[config.mk]
export PLATFORM = sky130hd
export DESIGN_NAME = hex_ascii_parser_flat
export DESIGN_NICKNAME = d
export VERILOG_FILES = /design/src/rtl/hex_ascii_parser_pkg.sv /design/src/rtl/hex_ascii_parser_if.sv /design/src/rtl/hex_ascii_parser_decode.sv /design/src/rtl/hex_ascii_parser.sv /design/src/flat_wrapper.sv
export SDC_FILE = /design/constraint.sdc
export NUM_CORES = 1
export LEC_CHECK = 0
export BUFFER_PORTS_ARGS = -buffer_cell sky130_fd_sc_hd__buf_4
export CORE_MARGIN = 4
export CORE_UTILIZATION = 60
export CTS_CLUSTER_SIZE = 12
export DETAILED_ROUTE_END_ITERATION = 10
export HOLD_SLACK_MARGIN = 0.08
export PLACE_DENSITY = 0.83
export SETUP_SLACK_MARGIN = 0.15
export SLEW_MARGIN = 20
export SYNTH_ARGS = -nofsm -noshare
export SYNTH_HDL_FRONTEND = slang
export SYNTH_SLANG_ARGS = --single-unit
[constraint.sdc]
create_clock -name clk -period 3.4 [get_ports clk]
set_input_delay 0.34 -clock clk [delete_from_list [all_inputs] [get_ports clk]]
set_output_delay 0.34 -clock clk [all_outputs]
set_load 0.02 [all_outputs]
[src/rtl/hex_ascii_parser_pkg.sv]
// hex_ascii_pkg: ASCII constants, FSM/char-class enums and uppercase fold helper
package hex_ascii_pkg;
    localparam logic [7:0] ASCII_CR    = 8'h0D;
    localparam logic [7:0] ASCII_LF    = 8'h0A;
    localparam logic [7:0] ASCII_SP    = 8'h20;
    localparam logic [7:0] ASCII_COMMA = 8'h2C;
    localparam logic [7:0] ASCII_0     = 8'h30;
    localparam logic [7:0] ASCII_UA    = 8'h41;
    localparam logic [7:0] ASCII_LA    = 8'h61;

    typedef enum logic [1:0] {IDLE, ACCUM, SKIP} state_t;
    typedef enum logic [1:0] {CLS_DIGIT, CLS_TERM, CLS_BAD} cls_t;

    function automatic logic [7:0] fold_upper(input logic [7:0] c);
        return (c >= ASCII_LA && c <= ASCII_LA + 8'd5) ? c - 8'h20 : c;
    endfunction
endpackage

[src/rtl/hex_ascii_parser_if.sv]
// hex_ascii_parser_if: received-byte strobe and parsed-word valid/ready handshake
interface hex_ascii_parser_if #(
    parameter int WIDTH      = 32,
    parameter int MAX_DIGITS = WIDTH / 4
);
    localparam int CW = $clog2(MAX_DIGITS + 1);
    logic [7:0]       rx_data;
    logic             new_rx_data;
    logic [WIDTH-1:0] word_out;
    logic             word_valid;
    logic             word_ready;
    logic [CW-1:0]    digit_count;
    modport master (output rx_data, new_rx_data, word_ready, input word_out, word_valid, digit_count);
    modport slave  (input rx_data, new_rx_data, word_ready, output word_out, word_valid, digit_count);
endinterface

[src/rtl/hex_ascii_parser_decode.sv]
// hex_char_decode: classifies an ASCII byte as hex digit, terminator or illegal, with its nibble
module hex_char_decode
    import hex_ascii_pkg::*;
(
    input  logic [7:0] rx_data,
    output cls_t       cls,
    output logic [3:0] nibble
);
    logic is_num, is_hex, is_term;
    always_comb begin
        is_num  = rx_data >= ASCII_0 && rx_data <= ASCII_0 + 8'd9;
        is_hex  = (rx_data >= ASCII_UA && rx_data <= ASCII_UA + 8'd5) ||
                  (rx_data >= ASCII_LA && rx_data <= ASCII_LA + 8'd5);
        is_term = rx_data == ASCII_CR || rx_data == ASCII_LF ||
                  rx_data == ASCII_SP || rx_data == ASCII_COMMA;
        cls     = (is_num || is_hex) ? CLS_DIGIT : is_term ? CLS_TERM : CLS_BAD;
        // 'A'/'a' have low nibble 1, so +9 yields 10..15 for both cases
        nibble  = is_num ? rx_data[3:0] : rx_data[3:0] + 4'd9;
    end
endmodule

[src/rtl/hex_ascii_parser.sv]
// hex_ascii_parser: ASCII hex byte stream to binary words; HEX_PARSE_ECHO_EN adds a case-folded echo port
module hex_ascii_parser
    import hex_ascii_pkg::*;
#(
    parameter int WIDTH      = 32,
    parameter int MAX_DIGITS = WIDTH / 4
) (
    input  logic              clk,
    input  logic              rst_n,
    hex_ascii_parser_if.slave bus,
    output logic              err_bad_char,
    output logic              err_overflow,
    output logic              err_overrun
`ifdef HEX_PARSE_ECHO_EN
    ,
    output logic [7:0]        echo_data,
    output logic              echo_valid
`endif
);
    localparam int CW = $clog2(MAX_DIGITS + 1);

    state_t           state_q, state_d;
    logic [WIDTH-1:0] acc_q, acc_d;
    logic [CW-1:0]    cnt_q, cnt_d;
    logic             publish, bad, ovf, load;
    cls_t             cls;
    logic [3:0]       nibble;

    hex_char_decode u_decode (.rx_data(bus.rx_data), .cls(cls), .nibble(nibble));

    always_ff @(posedge clk or negedge rst_n) begin
        if (!rst_n) begin
            state_q <= IDLE;
            acc_q   <= '0;
            cnt_q   <= '0;
        end else begin
            state_q <= state_d;
            acc_q   <= acc_d;
            cnt_q   <= cnt_d;
        end
    end

    always_comb begin
        state_d = state_q;
        acc_d   = acc_q;
        cnt_d   = cnt_q;
        publish = 1'b0;
        bad     = 1'b0;
        ovf     = 1'b0;
        if (bus.new_rx_data) begin
            case (state_q)
                IDLE: begin
                    if (cls == CLS_DIGIT) begin
                        acc_d   = WIDTH'(nibble);
                        cnt_d   = CW'(1);
                        state_d = ACCUM;
                    end else if (cls == CLS_BAD) begin
                        bad     = 1'b1;
                        state_d = SKIP;
                    end
                end
                ACCUM: begin
                    if (cls == CLS_DIGIT && cnt_q == CW'(MAX_DIGITS)) begin
                        ovf     = 1'b1;
                        state_d = SKIP;
                    end else if (cls == CLS_DIGIT) begin
                        acc_d   = (acc_q << 4) | WIDTH'(nibble);
                        cnt_d   = cnt_q + CW'(1);
                    end else if (cls == CLS_TERM) begin
                        publish = 1'b1;
                        state_d = IDLE;
                    end else begin
                        bad     = 1'b1;
                        state_d = SKIP;
                    end
                end
                default: state_d = (cls == CLS_TERM) ? IDLE : SKIP;
            endcase
        end
    end

    // A publish lands if the output slot is empty or being drained in this same cycle
    assign load = publish && (!bus.word_valid || bus.word_ready);

    always_ff @(posedge clk or negedge rst_n) begin
        if (!rst_n) begin
            bus.word_out    <= '0;
            bus.digit_count <= '0;
            bus.word_valid  <= 1'b0;
            err_bad_char    <= 1'b0;
            err_overflow    <= 1'b0;
            err_overrun     <= 1'b0;
        end else begin
            if (load) begin
                bus.word_out    <= acc_q;
                bus.digit_count <= cnt_q;
                bus.word_valid  <= 1'b1;
            end else if (bus.word_valid && bus.word_ready) begin
                bus.word_valid  <= 1'b0;
            end
            err_bad_char <= bad;
            err_overflow <= ovf;
            err_overrun  <= publish && !load;
        end
    end

`ifdef HEX_PARSE_ECHO_EN
    always_ff @(posedge clk or negedge rst_n) begin
        if (!rst_n) begin
            echo_data  <= '0;
            echo_valid <= 1'b0;
        end else begin
            echo_valid <= bus.new_rx_data;
            if (bus.new_rx_data) echo_data <= fold_upper(bus.rx_data);
        end
    end
`endif
endmodule

[src/flat_wrapper.sv]
// flat-port wrapper written by rule: the top's interface ports become plain ports
module hex_ascii_parser_flat import hex_ascii_pkg::*;
#(
    parameter int WIDTH      = 32,
    parameter int MAX_DIGITS = WIDTH / 4
)
  (clk, rst_n, err_bad_char, err_overflow, err_overrun, bus_rx_data, bus_new_rx_data, bus_word_ready, bus_word_out, bus_word_valid, bus_digit_count);
  hex_ascii_parser_if #(.WIDTH(WIDTH), .MAX_DIGITS(MAX_DIGITS)) bus_i ();
  input  logic clk;
  input  logic rst_n;
  output logic err_bad_char;
  output logic err_overflow;
  output logic err_overrun;
  input wire logic [$bits(bus_i.rx_data)-1:0] bus_rx_data;
  input wire logic [$bits(bus_i.new_rx_data)-1:0] bus_new_rx_data;
  input wire logic [$bits(bus_i.word_ready)-1:0] bus_word_ready;
  output wire logic [$bits(bus_i.word_out)-1:0] bus_word_out;
  output wire logic [$bits(bus_i.word_valid)-1:0] bus_word_valid;
  output wire logic [$bits(bus_i.digit_count)-1:0] bus_digit_count;
  assign bus_i.rx_data = bus_rx_data;
  assign bus_i.new_rx_data = bus_new_rx_data;
  assign bus_i.word_ready = bus_word_ready;
  assign bus_word_out = bus_i.word_out;
  assign bus_word_valid = bus_i.word_valid;
  assign bus_digit_count = bus_i.digit_count;
  hex_ascii_parser #(.WIDTH(WIDTH), .MAX_DIGITS(MAX_DIGITS)) u_core (.clk(clk), .rst_n(rst_n), .bus(bus_i), .err_bad_char(err_bad_char), .err_overflow(err_overflow), .err_overrun(err_overrun));
endmodule
### Word level (Yosys, flattened, before mapping)

Index checks and enable logic that the tools add are counted.

| word-level totals | value |
|---|---|
| register bits after elaboration | 78 |
| input bits | 12 |
| logic and storage cells | 86 |

| cells by class | value |
|---|---|
| $add $sub $neg | 2 |
| $lt $le $gt $ge | 6 |
| equal/unequal tests | 13 |
| muxes and demuxes | 34 |
| bitwise gates (word level) | 1 |
| reductions and logical operators | 21 |

Operators with widths:

| kind | count |
|---|---|
| $mux W32 | 3 |
| $pmux W32 S2 | 1 |
| $or A32 B4 Y32 | 1 |
| $eq A8 B4 Y1 const B | 2 |
| $eq A8 B6 Y1 const B | 2 |
| $ge A8 B7 Y1 const B | 2 |
| $le A8 B7 Y1 const B | 2 |
| $mux W1 | 16 |
| $mux W4 | 4 |
| $mux W2 | 7 |
| $ge A8 B6 Y1 const B | 1 |
| $le A8 B6 Y1 const B | 1 |
| $pmux W4 S2 | 1 |
| $logic_and A1 B1 Y1 | 7 |
| $logic_or A1 B1 Y1 | 6 |
| $reduce_and A5 Y1 | 1 |
| $add A4 B1 Y4 const B | 1 |
| $add A4 B4 Y4 const B | 1 |
| $eq A2 B1 Y1 const B | 2 |
| $eq A4 B4 Y1 const B | 1 |
| $logic_not A2 Y1 | 2 |
| $ne A2 B1 Y1 const B | 2 |
| $pmux W2 S2 | 1 |
| $reduce_bool A2 Y1 | 2 |
| 7 further kinds | 8 |

### Depth between registers and ports, before layout

| logic depth | value |
|---|---|
| depth after elaboration | 15 |
| depth in mapped cells | 8 |

### By module

A second synthesis with hierarchy kept.

| second synthesis, totals | value |
|---|---|
| cell total of the unflattened synthesis | 230 |
| area, all modules | 3306.9 um^2 |

Modules (own cells, without submodules):

| module | times used | cells an instance | area each (um^2) | seq. area each (um^2) |
|---|---|---|---|---|
| hex_ascii_parser | 1 | 197 | 3001.6 | 1951.9 |
| hex_char_decode | 1 | 33 | 305.3 | 0.0 |

### Worst setup path before layout

No wires, ideal clock.

| timing | value |
|---|---|
| path type | input -> register |
| start | input bus_rx_data[1] |
| end | register u_core.bus.word_out[10] |
| arrival time | 1.857 ns |
| setup slack | 1.419 ns |
| stages on the path | 7 |
| buffers on the path | 1 |
| cell sequence | inv_1 -> ha_1 -> mux2_2 -> mux2i_1 -> nor4_4 -> buf_6 -> mux2_2 |

| on the way | value |
|---|---|
| cells in the longest elaborated chain, start to end | 13 |
| elaborated cells between the ends (all ways) | 29 |
| classes of those cells | order compare (6); eq/ne (5); mux (7); reduce/logical (11) |

RTL lines:

| element | RTL line | RTL |
|---|---|---|
| start, declared | flat_wrapper.sv:14 | `input wire logic [$bits(bus_i.rx_data)-1:0] bus_rx_data;` |
| parallel branches: the longest is 5 deep, another holds $ge A8 B7 Y1 | -- |  |
| $mux W2 (*) | hex_ascii_parser_decode.sv:16 | `cls = (is_num \|\| is_hex) ? CLS_DIGIT : is_term ? CLS_TERM : CLS_BAD;` |
| $eq A2 B1 Y1 | hex_ascii_parser.sv:69 | `end else if (cls == CLS_TERM) begin` |
| $mux W1 | hex_ascii_parser.sv:69 |  |
| $mux W1 | hex_ascii_parser.sv:66 | `end else if (cls == CLS_DIGIT) begin` |
| $mux W1 (*) | hex_ascii_parser.sv:63 | `if (cls == CLS_DIGIT && cnt_q == CW'(MAX_DIGITS)) begin` |
| $mux W1 (*) | hex_ascii_parser.sv:51 | `case (state_q)` |
| $mux W1 (*) | hex_ascii_parser.sv:50 | `if (bus.new_rx_data) begin` |
| $logic_and A1 B1 Y1 (*) | hex_ascii_parser.sv:83 | `assign load = publish && (!bus.word_valid \|\| bus.word_ready);` |
| end signal, assigned | hex_ascii_parser.sv:95 | `bus.word_out <= acc_q;` |
| end, declared | hex_ascii_parser_if.sv:14 | `modport slave (input rx_data, new_rx_data, word_ready, output word_out, word_valid, digit_count);` |

Mark *: on every way between the ends.
A chain may end at the register's enable or synchronous reset.

### Worst setup path in the final report

| timing | value |
|---|---|
| start | register u_core.cnt_q[0] |
| end | register u_core.acc_q[31] |

| on the way | value |
|---|---|
| cells in the longest elaborated chain, start to end | 4 |

RTL lines:

| element | RTL line | RTL |
|---|---|---|
| start, declared | hex_ascii_parser.sv:24 | `logic [CW-1:0] cnt_q, cnt_d;` |
| start signal, assigned | hex_ascii_parser.sv:39 | `cnt_q <= cnt_d;` |
| $eq A4 B4 Y1 | hex_ascii_parser.sv:63 |  |
| $logic_and A1 B1 Y1 | hex_ascii_parser.sv:63 |  |
| $ne A2 B2 Y1 (no line) | -- |  |
| $reduce_and A5 Y1 (no line) | -- |  |
| end signal, assigned | hex_ascii_parser.sv:34 | `acc_q <= '0;` |
| end signal, assigned | hex_ascii_parser.sv:38 | `acc_q <= acc_d;` |
| end, declared | hex_ascii_parser.sv:23 | `logic [WIDTH-1:0] acc_q, acc_d;` |

Every way passes these cells.

==> out/summary.txt <==
Die Y = 83.9 um
achievable frequency = 0.407 GHz
Reg power frac = 55.6%
internal power = 1.40 mW
Post-CTS Hold Fix Bufs = 0
number of cells upsized or downsized after cts = 0
Vias = 2160
Chip Width = 83.9 um
vias per cell = 5.22
fillers = 387
Placed Area = 0.00390 mm2
Seq cells post-synth = 78
min Tclk post-route = 2.46 ns
# diodes = 0
leakage power = 2.04 nW
crit path DAT = 2.71 ns
max-slew violation count = 0
worst skew pair latency = 0.33 ns
Max Cap Violations = 0
Crit. End Element = flip-flop
worst path bufs/invs = 2
H-tree Lvls = 3
die area = 0.00705 mm2
maximum VDD drop = 0.388 mV
area leader, netlist = dfrtp_1
Final TNS setup = 0 ns
gr ovfl total = 0
fin crit share = 72.3%
critical path's top delay family = simple AND/OR/NAND/NOR gates
clock tree from TritonCTS = done
DP Wirelength = 4110 um
main area contributors after synthesis = dfrtp_1 56%, mux2_2 13%, mux2i_1 9.0%
Yosys top cell area share = 56.4%
Post-Syn Area = 0.00346 mm2
Top FF cell, synth = dfrtp_1
Port Buffers = 51
CP Cell Sequence = inv_1 -> ha_1 -> and4b_1 -> or2_2 -> a21oi_4 -> buf_4 -> mux2i_1
most frequent cells after synthesis = 78 x dfrtp_1, 40 x mux2_2, 38 x inv_1
met1 GRT Util = 24.9%
Setup CP Type = flip-flop to flip-flop
Power Density = 442 mW/mm2
Core ar. = 0.00554 mm2
final instance area = 0.00410 mm2
status = completed
vias in the first global route = 2292
CP max stage delay = 0.45 ns
TritonRoute pass-1 iters = 4
Cell Rows = 27
final-report hold violation count = 0
CTS Sinks = 78
Avg Cell Area, Syn = 12.2 um2
clock-pin slew on the worst setup and hold paths = 0.07 ns
grt met2 use = 30.2%
RSZ-0062 raised after global routing = false
DRC marker count from the first detailed-route iteration = 137
clk buf depth = 2
Tot GR Track Use = 19.0%
Nets = 356
fraction of registers with async set or reset after synthesis = 100%
ratio of cells with drive above 1 in the final layout = 32.7%
Worst setup SP type = flip-flop
met3 Use GR = 4.34%
Unique masters post-synth = 36
antenna violations before repair = 0
sequential area share after synthesis = 56.4%
power share of the clock group = 38.4%
DRC viols = 0
area delta synth->final = 18.5%
Comb pwr share = 6.0%
critical path required time = 3.65 ns
TritonCTS Buffers = 9
total chip power = 1.81 mW
busiest grt layer = met2
synthesized instance count = 283
Worst-Margin Slew = 0.925 ns
syn nets = 302
CP max-delay cell = buf_4
drt wl/cell = 15.0 um
Post-CTS Setup Inserts = 0
Min-Delay Path Class = primary input to asynchronous set/reset pin
switching power = 0.416 mW
Rel. slew slack = 38.3%
final wirelength = 6200 um
worst-path fanout max = 22
switching share of power = 23.0%
Setup violations, final = 0
GPL Wtd Cong = 0.780
# IOs = 52
largest net degree at the start of global routing = 79
YS warnings = 0
clk_skew = 0.00539 ns
Initial Utilization = 62.5%
EDFF count, synth = 0
CTS Root Cell = clkbuf_8
cell with the most instances after synthesis = dfrtp_1
antenna-violating nets left = 0
first-pass GRT wire length = 10700 um
path summary, 6_finish.rpt:
| path | endpoint | start | slack, ns | depth (start not counted) |
|---|---|---|---|---|
| setup / recovery | u_core.acc_q[31]$_DFFE_PN0P_ | u_core.cnt_q[0]$_DFFE_PN0P_ | 0.94 | 7 |
| hold / removal | u_core.bus.word_out[27]$_DFFE_PN0P_ | rst_n | 0.14 | 1 |
| setup reg to reg | u_core.acc_q[31]$_DFFE_PN0P_ | u_core.cnt_q[0]$_DFFE_PN0P_ | 0.94 | 7 |
| hold reg to reg | u_core.bus.word_out[5]$_DFFE_PN0P_ | u_core.bus.word_out[5]$_DFFE_PN0P_ | 0.50 | 1 |
| max in group asynchronous | u_core.acc_q[2]$_DFFE_PN0P_ | rst_n | 2.66 | 1 |
| min in group clk | u_core.state_q[1]$_DFFE_PN0P_ | bus_new_rx_data | 0.24 | 2 |
registers in the layout (all words and copies together), names as in the netlist:
signal / count
u_core.acc_q: 32
u_core.bus.word_out: 32
u_core.bus.digit_count: 4
u_core.cnt_q: 4
u_core.state_q: 2
u_core.bus.word_valid: 1
u_core.err_bad_char: 1
u_core.err_overflow: 1
u_core.err_overrun: 1
power by group through the flow:
stage / Sequential, mW / Combinational, mW / Clock, mW
2_1_floorplan: 1.01 / 0.0612 / 0
3_3_place_gp: 1.02 / 0.105 / 0
3_5_place_dp: 1.03 / 0.110 / 0
4_1_cts: 1.01 / 0.112 / 0.711
5_1_grt: 1.01 / 0.126 / 0.759
6_report: 1.01 / 0.109 / 0.695
layout make-up:
| cell class | count | area, um2 | share of cell area (%) |
|---|---|---|---|
| inverter | 38 | 143 | 3.48 |
| tap | 72 | 90.1 | 2.20 |
| clock inverter | 3 | 42.5 | 1.04 |
| multi-input combinational | 156 | 1310 | 31.9 |
| sequential | 78 | 1950 | 47.6 |
| clock buffer | 13 | 159 | 3.88 |
| timing repair buffer | 54 | 405 | 9.89 |
metrics by stage:
| step | hold slack (ns) | std cells | worst slack [ns] | util [%] |
|---|---|---|---|---|
| after floorplan | 0.0444 | 283 | 1.42 | - |
| after global routing | 0.206 | 414 | 0.799 | 74.0 |
| final | 0.136 | 414 | 0.940 | 74.0 |
| after global placement | 0.479 | 398 | 1.03 | 70.4 |
| after detailed placement | 0.482 | 398 | 0.928 | 70.4 |
| after CTS | 0.187 | 414 | 0.932 | 74.0 |
cells in the final DEF, fill, tap and decap left out, types with 2 or more instances in the layout:
cell type  netlist  layout
dfrtp_1         78      78
or3_1            3       3
buf_4            0      54
o21bai_1         2       2
nor2_1           2       2
mux2_1           2       2
nor3_1           3       3
nand2_1         34      34
clkbuf_1         5       2
mux2i_1         31      31
nand3_1          4       4
clkbuf_8         0      11
a221oi_1         2       2
ha_1             7       7
nand2b_1         2       2
o21ai_0          3       3
xnor2_1          2       2
nor2b_1          3       2
inv_1           38      38
mux2_2          40      40
cell families after synthesis:
family          synth area share, %
compound gates                 3.25
xor+xnor                      0.506
fa+ha+maj                      2.53
buf+inv                        6.07
flops                          56.4
mux                            22.6
simple gates                   8.60
per-layer routing:
layer	up-vias	wire (um)
met3	10	268
met2	46	3010
met1	1049	2840
li1	1055	-
met4	0	91
met5	-	0
(Power assumes the default switching activity.)
